File: src/rtl/muldiv_pkg.sv
// Shared definitions for the M-extension multiply/divide engine.
//  - ALU operation codes, common with the ALU control decode.
//  - State encoding of the multi-cycle engine FSM.
package muldiv_pkg;

  localparam int ALU_OP_W = 5;

  // Base integer ops (executed by the single-cycle ALU, ignored here)
  localparam logic [ALU_OP_W-1:0] ALU_ADD    = 5'b00000;
  localparam logic [ALU_OP_W-1:0] ALU_SUB    = 5'b00001;
  localparam logic [ALU_OP_W-1:0] ALU_SLL    = 5'b00010;
  localparam logic [ALU_OP_W-1:0] ALU_SLT    = 5'b00011;
  localparam logic [ALU_OP_W-1:0] ALU_SLTU   = 5'b00100;
  localparam logic [ALU_OP_W-1:0] ALU_XOR    = 5'b00101;
  localparam logic [ALU_OP_W-1:0] ALU_SRL    = 5'b00110;
  localparam logic [ALU_OP_W-1:0] ALU_SRA    = 5'b00111;
  localparam logic [ALU_OP_W-1:0] ALU_OR     = 5'b01000;
  localparam logic [ALU_OP_W-1:0] ALU_AND    = 5'b01001;
  // M-extension ops (executed by muldiv_unit)
  localparam logic [ALU_OP_W-1:0] ALU_MUL    = 5'b01010;
  localparam logic [ALU_OP_W-1:0] ALU_MULH   = 5'b01011;
  localparam logic [ALU_OP_W-1:0] ALU_MULHSU = 5'b01100;
  localparam logic [ALU_OP_W-1:0] ALU_MULHU  = 5'b01101;
  localparam logic [ALU_OP_W-1:0] ALU_DIV    = 5'b01110;
  localparam logic [ALU_OP_W-1:0] ALU_DIVU   = 5'b01111;
  localparam logic [ALU_OP_W-1:0] ALU_REM    = 5'b10000;
  localparam logic [ALU_OP_W-1:0] ALU_REMU   = 5'b10001;

  typedef enum logic [1:0] {
    ST_IDLE = 2'd0,
    ST_CALC = 2'd1,
    ST_DONE = 2'd2
  } md_state_e;

endpackage

File: src/rtl/muldiv_iter_core.sv
// Per-cycle datapath of the iterative multiply/divide engine.
// Operates on unsigned magnitudes; sign handling lives in the top.
//  Multiply : radix-2 shift-add, multiplier in lo, multiplicand in opnd,
//             product accumulates into {hi, lo} while lo shifts out.
//  Divide   : restoring radix-2, dividend in lo, divisor in opnd,
//             remainder builds in hi, quotient bits shift into lo MSB first.
// Ports:
//  i_clk, i_rst        clock, asynchronous active-high reset
//  i_load              capture operand magnitudes (clears hi)
//  i_step              perform one iteration
//  i_is_div            selects restore-subtract instead of shift-add
//  i_a_mag, i_b_mag    operand magnitudes (a = multiplier/dividend)
//  o_hi_nxt, o_lo_nxt  value of {hi, lo} after the current iteration
module muldiv_iter_core #(
  parameter int NB_DATA = 32
) (
  input  logic               i_clk,
  input  logic               i_rst,
  input  logic               i_load,
  input  logic               i_step,
  input  logic               i_is_div,
  input  logic [NB_DATA-1:0] i_a_mag,
  input  logic [NB_DATA-1:0] i_b_mag,
  output logic [NB_DATA-1:0] o_hi_nxt,
  output logic [NB_DATA-1:0] o_lo_nxt
);

  logic [NB_DATA-1:0] hi_q, lo_q, opnd_q;
  logic [NB_DATA:0]   add_sum, shifted, diff;

  always_comb begin
    add_sum = {1'b0, hi_q} + (lo_q[0] ? {1'b0, opnd_q} : '0);
    shifted = {hi_q, lo_q[NB_DATA-1]};
    // hi < divisor is invariant, so shifted < 2*divisor: diff MSB is the borrow.
    diff    = shifted - {1'b0, opnd_q};
    if (i_is_div) begin
      if (diff[NB_DATA]) begin
        o_hi_nxt = shifted[NB_DATA-1:0];
        o_lo_nxt = {lo_q[NB_DATA-2:0], 1'b0};
      end else begin
        o_hi_nxt = diff[NB_DATA-1:0];
        o_lo_nxt = {lo_q[NB_DATA-2:0], 1'b1};
      end
    end else begin
      o_hi_nxt = add_sum[NB_DATA:1];
      o_lo_nxt = {add_sum[0], lo_q[NB_DATA-1:1]};
    end
  end

  always_ff @(posedge i_clk or posedge i_rst) begin
    if (i_rst) begin
      hi_q   <= '0;
      lo_q   <= '0;
      opnd_q <= '0;
    end else if (i_load) begin
      hi_q   <= '0;
      lo_q   <= i_a_mag;
      opnd_q <= i_b_mag;
    end else if (i_step) begin
      hi_q   <= o_hi_nxt;
      lo_q   <= o_lo_nxt;
    end
  end

endmodule

File: src/rtl/muldiv_unit.sv
// Iterative multi-cycle M-extension engine (MUL..REMU).
// Handshake: i_start is sampled only while idle (o_busy=0); an accepted
// request raises o_busy on the next edge and keeps it high until the engine
// returns to idle; the result is presented with a one-cycle o_done pulse in
// the first idle cycle and o_result holds until the next completion.
// Requests during busy are dropped, not queued.
// Ports:
//  i_clk, i_rst        clock, asynchronous active-high reset
//  i_start             operation request
//  i_flush             abort in-flight operation
//  i_alu_op            ALU op code (only MUL..REMU accepted)
//  i_op_a, i_op_b      rs1 / rs2 values
//  o_result            result, valid with o_done
//  o_done              one-cycle completion pulse
//  o_busy              engine not idle
//  o_dbg_state         current FSM state
module muldiv_unit
  import muldiv_pkg::*;
#(
  parameter int NB_DATA = 32,
  parameter int NB_OP   = 5
) (
  input  logic               i_clk,
  input  logic               i_rst,
  input  logic               i_start,
  input  logic               i_flush,
  input  logic [NB_OP-1:0]   i_alu_op,
  input  logic [NB_DATA-1:0] i_op_a,
  input  logic [NB_DATA-1:0] i_op_b,
  output logic [NB_DATA-1:0] o_result,
  output logic               o_done,
  output logic               o_busy,
  output md_state_e          o_dbg_state
);

  localparam int CNT_W = $clog2(NB_DATA);
  localparam logic [NB_DATA-1:0] A_MIN = {1'b1, {(NB_DATA-1){1'b0}}};
  localparam logic [CNT_W-1:0]   LAST  = CNT_W'(NB_DATA-1);

  md_state_e          state_q;
  logic [CNT_W-1:0]   cnt_q;
  logic               is_div_q, is_rem_q, is_lo_q, neg_q;
  logic [NB_DATA-1:0] res_q, result_q;
  logic               done_q;

  // Op decode of the incoming request
  logic op_mul, op_mulh, op_mulhsu, op_div, op_divu, op_rem, op_remu, op_valid;
  assign op_mul    = (i_alu_op == NB_OP'(ALU_MUL));
  assign op_mulh   = (i_alu_op == NB_OP'(ALU_MULH));
  assign op_mulhsu = (i_alu_op == NB_OP'(ALU_MULHSU));
  assign op_div    = (i_alu_op == NB_OP'(ALU_DIV));
  assign op_divu   = (i_alu_op == NB_OP'(ALU_DIVU));
  assign op_rem    = (i_alu_op == NB_OP'(ALU_REM));
  assign op_remu   = (i_alu_op == NB_OP'(ALU_REMU));
  assign op_valid  = (i_alu_op >= NB_OP'(ALU_MUL)) && (i_alu_op <= NB_OP'(ALU_REMU));

  // Sign preparation
  logic               a_neg, b_neg, is_div_op, is_rem_op, neg_res;
  logic [NB_DATA-1:0] a_mag, b_mag;
  assign a_neg     = (op_mulh | op_mulhsu | op_div | op_rem) & i_op_a[NB_DATA-1];
  assign b_neg     = (op_mulh | op_div | op_rem) & i_op_b[NB_DATA-1];
  assign a_mag     = a_neg ? -i_op_a : i_op_a;
  assign b_mag     = b_neg ? -i_op_b : i_op_b;
  assign is_div_op = op_div | op_divu | op_rem | op_remu;
  assign is_rem_op = op_rem | op_remu;
  // Remainder takes the dividend's sign; product/quotient the xor of both.
  assign neg_res   = is_rem_op ? a_neg : (a_neg ^ b_neg);

  // Divide special cases resolved without iterating
  logic               div_zero, div_ovf, special;
  logic [NB_DATA-1:0] special_res;
  assign div_zero    = (i_op_b == '0);
  assign div_ovf     = (op_div | op_rem) & (i_op_a == A_MIN) & (i_op_b == '1);
  assign special     = is_div_op & (div_zero | div_ovf);
  assign special_res = div_zero ? (is_rem_op ? i_op_a : '1)
                                : (is_rem_op ? '0 : i_op_a);

  logic accept, step;
  assign accept = (state_q == ST_IDLE) & i_start & ~i_flush & op_valid;
  assign step   = (state_q == ST_CALC) & ~i_flush;

  logic [NB_DATA-1:0] hi_nxt, lo_nxt;

  muldiv_iter_core #(.NB_DATA(NB_DATA)) u_core (
    .i_clk    (i_clk),
    .i_rst    (i_rst),
    .i_load   (accept),
    .i_step   (step),
    .i_is_div (is_div_q),
    .i_a_mag  (a_mag),
    .i_b_mag  (b_mag),
    .o_hi_nxt (hi_nxt),
    .o_lo_nxt (lo_nxt)
  );

  // Sign post-fix, applied to the value produced by the final iteration
  logic [2*NB_DATA-1:0] prod_raw, prod_fix;
  logic [NB_DATA-1:0]   div_raw, div_fix, final_res;
  always_comb begin
    prod_raw  = {hi_nxt, lo_nxt};
    prod_fix  = neg_q ? -prod_raw : prod_raw;
    div_raw   = is_rem_q ? hi_nxt : lo_nxt;
    div_fix   = neg_q ? -div_raw : div_raw;
    final_res = is_div_q ? div_fix
                         : (is_lo_q ? prod_fix[NB_DATA-1:0] : prod_fix[2*NB_DATA-1:NB_DATA]);
  end

  always_ff @(posedge i_clk or posedge i_rst) begin
    if (i_rst) begin
      state_q  <= ST_IDLE;
      cnt_q    <= '0;
      is_div_q <= 1'b0;
      is_rem_q <= 1'b0;
      is_lo_q  <= 1'b0;
      neg_q    <= 1'b0;
      res_q    <= '0;
      result_q <= '0;
      done_q   <= 1'b0;
    end else begin
      done_q <= 1'b0;
      case (state_q)
        ST_IDLE: begin
          if (accept) begin
            is_div_q <= is_div_op;
            is_rem_q <= is_rem_op;
            is_lo_q  <= op_mul;
            neg_q    <= neg_res;
            cnt_q    <= '0;
            if (special) begin
              res_q   <= special_res;
              state_q <= ST_DONE;
            end else begin
              state_q <= ST_CALC;
            end
          end
        end
        ST_CALC: begin
          if (i_flush) begin
            cnt_q   <= '0;
            state_q <= ST_IDLE;
          end else if (cnt_q == LAST) begin
            cnt_q   <= '0;
            res_q   <= final_res;
            state_q <= ST_DONE;
          end else begin
            cnt_q <= cnt_q + CNT_W'(1);
          end
        end
        ST_DONE: begin
          // Publishing happens on leaving DONE so a flush here leaves o_result untouched.
          state_q <= ST_IDLE;
          if (!i_flush) begin
            result_q <= res_q;
            done_q   <= 1'b1;
          end
        end
        default: state_q <= ST_IDLE;
      endcase
    end
  end

  assign o_result    = result_q;
  assign o_done      = done_q;
  assign o_busy      = (state_q != ST_IDLE);
  assign o_dbg_state = state_q;

endmodule
File: config.mk
export PLATFORM = sky130hd
export DESIGN_NAME = muldiv_unit
export DESIGN_NICKNAME = d
export VERILOG_FILES = /design/src/rtl/muldiv_pkg.sv /design/src/rtl/muldiv_iter_core.sv /design/src/rtl/muldiv_unit.sv
export SDC_FILE = /design/constraint.sdc
export NUM_CORES = 1
export LEC_CHECK = 0
export CAP_MARGIN = 10
export CORE_ASPECT_RATIO = 0.9
export CORE_MARGIN = 2
export CORE_UTILIZATION = 61
export CTS_BUF_LIST = sky130_fd_sc_hd__clkbuf_2
export CTS_CLUSTER_DIAMETER = 100
export CTS_CLUSTER_SIZE = 16
export DETAILED_ROUTE_END_ITERATION = 12
export DONT_BUFFER_PORTS = 1
export PLACE_DENSITY = 0.81
export RECOVER_POWER = 50
export SYNTH_ARGS = -nofsm -noshare
export SYNTH_HDL_FRONTEND = slang
export SYNTH_SLANG_ARGS = --single-unit
File: constraint.sdc
create_clock -name i_clk -period 7.4 [get_ports i_clk]
set_input_delay 1.48 -clock i_clk [delete_from_list [all_inputs] [get_ports i_clk]]
set_output_delay 1.48 -clock i_clk [all_outputs]
set_load 0.005 [all_outputs]
==> results.toml <==
[run_status]
outcome = "finished with violations"
violations = "capacitance limit, slew limit"

[power]
p_seq_frac = 0.229
p_int_mw = 2.86
p_comb_frac = 0.677
ir_worst_vdd_mv = 0.190
switching_share = 0.556
p_leak_nw = 7.42
power_density_nw_per_um2 = 350
p_sw_mw = 3.59
p_clk_frac = 0.094

[floorplan]
core_region_area_sq_um = 28900
rows = 59
initial_utilization = 0.618
num_io_pins = 109
die_h_um = 166
die_area_sq_um = 30600
die_w_um = 184

[synth]
synth_top_flop_cell = "dfrtp_1"
mappedNetlistArea_sq_um = 17900
synth_simple_gate_area_share = 0.226
yosysSeqAreaShare = 0.241
synth_area_leaders = "dfrtp_1 (24%), o21ai_0 (6.7%), nand2_1 (5.3%), ha_1 (5.0%), a21oi_1 (4.9%)"
synthCells = 2322
synth_fp_nets = 2468
synth_xor_xnor_area_share = 0.0805
synth_fa_ha_area_frac = 0.0537
ys_seq_elements = 172
syn_area_per_cell_sq_um = 7.69
ys.warnings.count = 0
synth.distinct_cells = 110
synthMuxAreaShare = 0.0582
synth_top_family_by_area = "compound AO/OA/AOI/OAI gates"
synth_edf_count = 0
yosys.area.top_type_share = 0.241
async_reset_ff_frac = 1.00
synth_compound_area_frac = 0.293
post-synth-top-area-cell = "dfrtp_1"

[drt]
viasPerCell = 7.31
drt_first_pass_iters = 7
ant_nets = 0
drc = 0
via_count = 19400
drt_first_iter_violations = 3045
wl_mm = 71.3
wl_per_cell_um = 26.9

[setup_path]
worstPathArrival_ns = 7.52
start_kind = "register"
rr_startpoint = "u_core.lo_q[31]"
reg2reg_depth = 23
required_ns = 8.17
cp_max_fo = 5
worst_r2r_endpoint = "res_q[24]"
critPathCapture = "res_q[24]"
critical_path_class = "register to register"
worst_setup_path_end_kind = "register"
reg2reg_slack_ns = 0.64
startpoint = "u_core.lo_q[31]"

[global_routing]
grt_max_degree = 110
grt-ovfl-total = 0
grt.total_usage = 0.467
grt_first_pass_wirelength_mm = 109
antenna_found_initial = 2
grt_pass1_vias = 18300

[placement]
place_congestion = 1.02
pre_cts_ws_ns = 1.00
placed_area_sq_um = 18100
place_hpwl_mm = 53.8
portBuffers = 0

[cts]
ctsHoldBuffers = 0
cts_resized = 0
clk_latency_ns = 0.84
cts_sinks = 172
cts_tree = "done"
htreeDepth = 4
cts_setup_buffers = 0
cts_root_buf = "clkbuf_2"
clock_path_buffers = 2
numCtsBuffers = 17
clk_pin_slew_ns = 0.29

[timing]
finClkSkew_ns = 0.0548
hold_viol_final = 0
fin_setup_tns_ns = 0
worst_pin_slew_ns = 5.20
maxSlewViolCount = 248
fmax_mhz = 148
slew-limit-headroom = -2.48
fin_crit_sh = 0.913
layout_min_cycle_time_ns = 6.76
grt_setup_unrepaired = "false"
fin_ws_ns = 0.643
setup_violations = 0

[worst_hold_path]
worstHoldPathType = "register to register"

[final_layout]
num-fill-cells = 2620
fin_nets = 2390
syn2layout_area_growth_pct = 3.04
design_area_sq_um = 18400
ff_latch_area_sq_um = 4310
multi_input_area_sq_um = 12700
drive_gt1_frac = 0.0957

[flow_run]
drv_cap = 4
## per-stage QoR
step | power [mW] | std cells | utilization | hold slack [ns]
5_1_grt | 6.80 | 2653 | 0.637 | 0.533
6_report | 6.45 | 2653 | 0.637 | 0.501
2_1_floorplan | 4.41 | 2322 | - | 0.433
3_5_place_dp | 5.61 | 2621 | 0.628 | 0.455
4_1_cts | 6.23 | 2652 | 0.638 | 0.500
3_3_place_gp | 5.57 | 2621 | 0.628 | 0.451
## cells by family after synthesis
kind of cell	count (synthesis)
AOI/OAI and AO/OA	799
and+or+nand+nor	811
xor gates and xnor gates	164
adders and majority gates	76
muxes	90
buffers and inverters	210
DFF	172
## power groups by stage
stage                     Clock (mW)  Combinational [mW]  Sequential [mW]
after global placement             0                4.11             1.46
after detailed placement           0                4.14             1.47
after CTS                      0.604                4.17             1.45
final                          0.607                4.36             1.48
after global routing           0.643                4.66             1.50
after floorplan                    0                3.09             1.31
## layout make-up
cell class / count / area share
Clock buffer: 18 / 0.00490
Sequential cell: 172 / 0.234
Timing Repair Buffer: 45 / 0.0178
Tap cell: 396 / 0.0269
Antenna cell: 1 / 0.000136
Clock inverter: 13 / 0.00980
Inverter: 68 / 0.0139
Multi-Input combinational cell: 1940 / 0.692
## cells in the final DEF, fill, tap and decap left out, drive strengths merged, types with 38 or more instances in the layout
cell type / count
nand3: 83
a31oi: 39
inv: 70
xnor2: 77
o31ai: 38
xor2: 87
mux2: 60
nor2: 168
nand2: 252
o21ai: 247
buf: 42
a21oi: 181
ha: 71
dfrtp: 172
nor3: 66
and2: 47
## per-layer routing
layer / GRT usage / vias up / part of all wire
met2: 0.665 / 1568 / 0.41
met1: 0.648 / 9107 / 0.40
met4: 0.194 / 2 / 0.048
met3: 0.151 / 245 / 0.14
met5: 0 / - / 0.00018
li1: - / 8482 / -
## worst max-delay path: stages, from the launching register on
cell       delay [ns]
dfrtp_1          0.49
inv_1            0.11
ha_1             0.22
fa_1             0.43
nand2b_1         0.20
a21oi_2          0.23
o2111a_1         0.37
o31ai_4          0.12
a21oi_2          0.20
nor3_1           0.16
a21oi_1          0.23
ha_1             0.25
o211ai_1         0.14
nor2_1           0.23
nand4_1          0.15
or3_1            0.37
or2_1            0.30
a2111oi_2        0.61
nand2_1          0.24
or3_1            0.49
o31ai_1          0.30
xnor2_1          0.11
a2111oi_0        0.56
a22o_1           0.21
## cells in the mapped netlist (13+ instances only)
cell / n
inv_1: 65
a211oi_1: 34
a21oi_1: 176
a22oi_1: 20
o21ai_0: 240
dfrtp_1: 172
and3_1: 13
nand2_1: 252
o221ai_1: 18
nor2_1: 167
o31ai_1: 36
or3_1: 31
a21o_1: 23
clkbuf_1: 108
or2_2: 16
xor2_1: 87
o41ai_1: 14
and2_1: 47
nand2b_1: 19
mux2i_1: 25
o211ai_1: 25
o21a_1: 15
mux2_2: 60
a31oi_1: 37
nand4_1: 32
xnor2_1: 77
buf_2: 16
nor4_1: 17
or4_1: 14
ha_1: 71
nand3_1: 81
nor3_1: 62
## how the worst min path moves through the flow
stage	from	end	slack (ns)	cells after the start
after floorplan	res_q[6]	res_q[6]	0.43	2
after global placement	res_q[6]	res_q[6]	0.45	2
after detailed placement	res_q[6]	res_q[6]	0.46	2
after CTS	cnt_q[3]	cnt_q[3]	0.50	1
after global routing	cnt_q[3]	cnt_q[3]	0.53	1
final	cnt_q[3]	cnt_q[3]	0.50	1
## sequential cells by signal, summed over array words and instances (netlist names)
| name | flops |
|---|---|
| is_div_q | 1 |
| o_dbg_state | 2 |
| neg_q | 1 |
| o_result | 32 |
| u_core.opnd_q | 32 |
| o_done | 1 |
| u_core.lo_q | 32 |
| is_rem_q | 1 |
| cnt_q | 5 |
| is_lo_q | 1 |
| res_q | 32 |
| u_core.hi_q | 32 |
No activity file was read; power rests on OpenSTA's default activity.
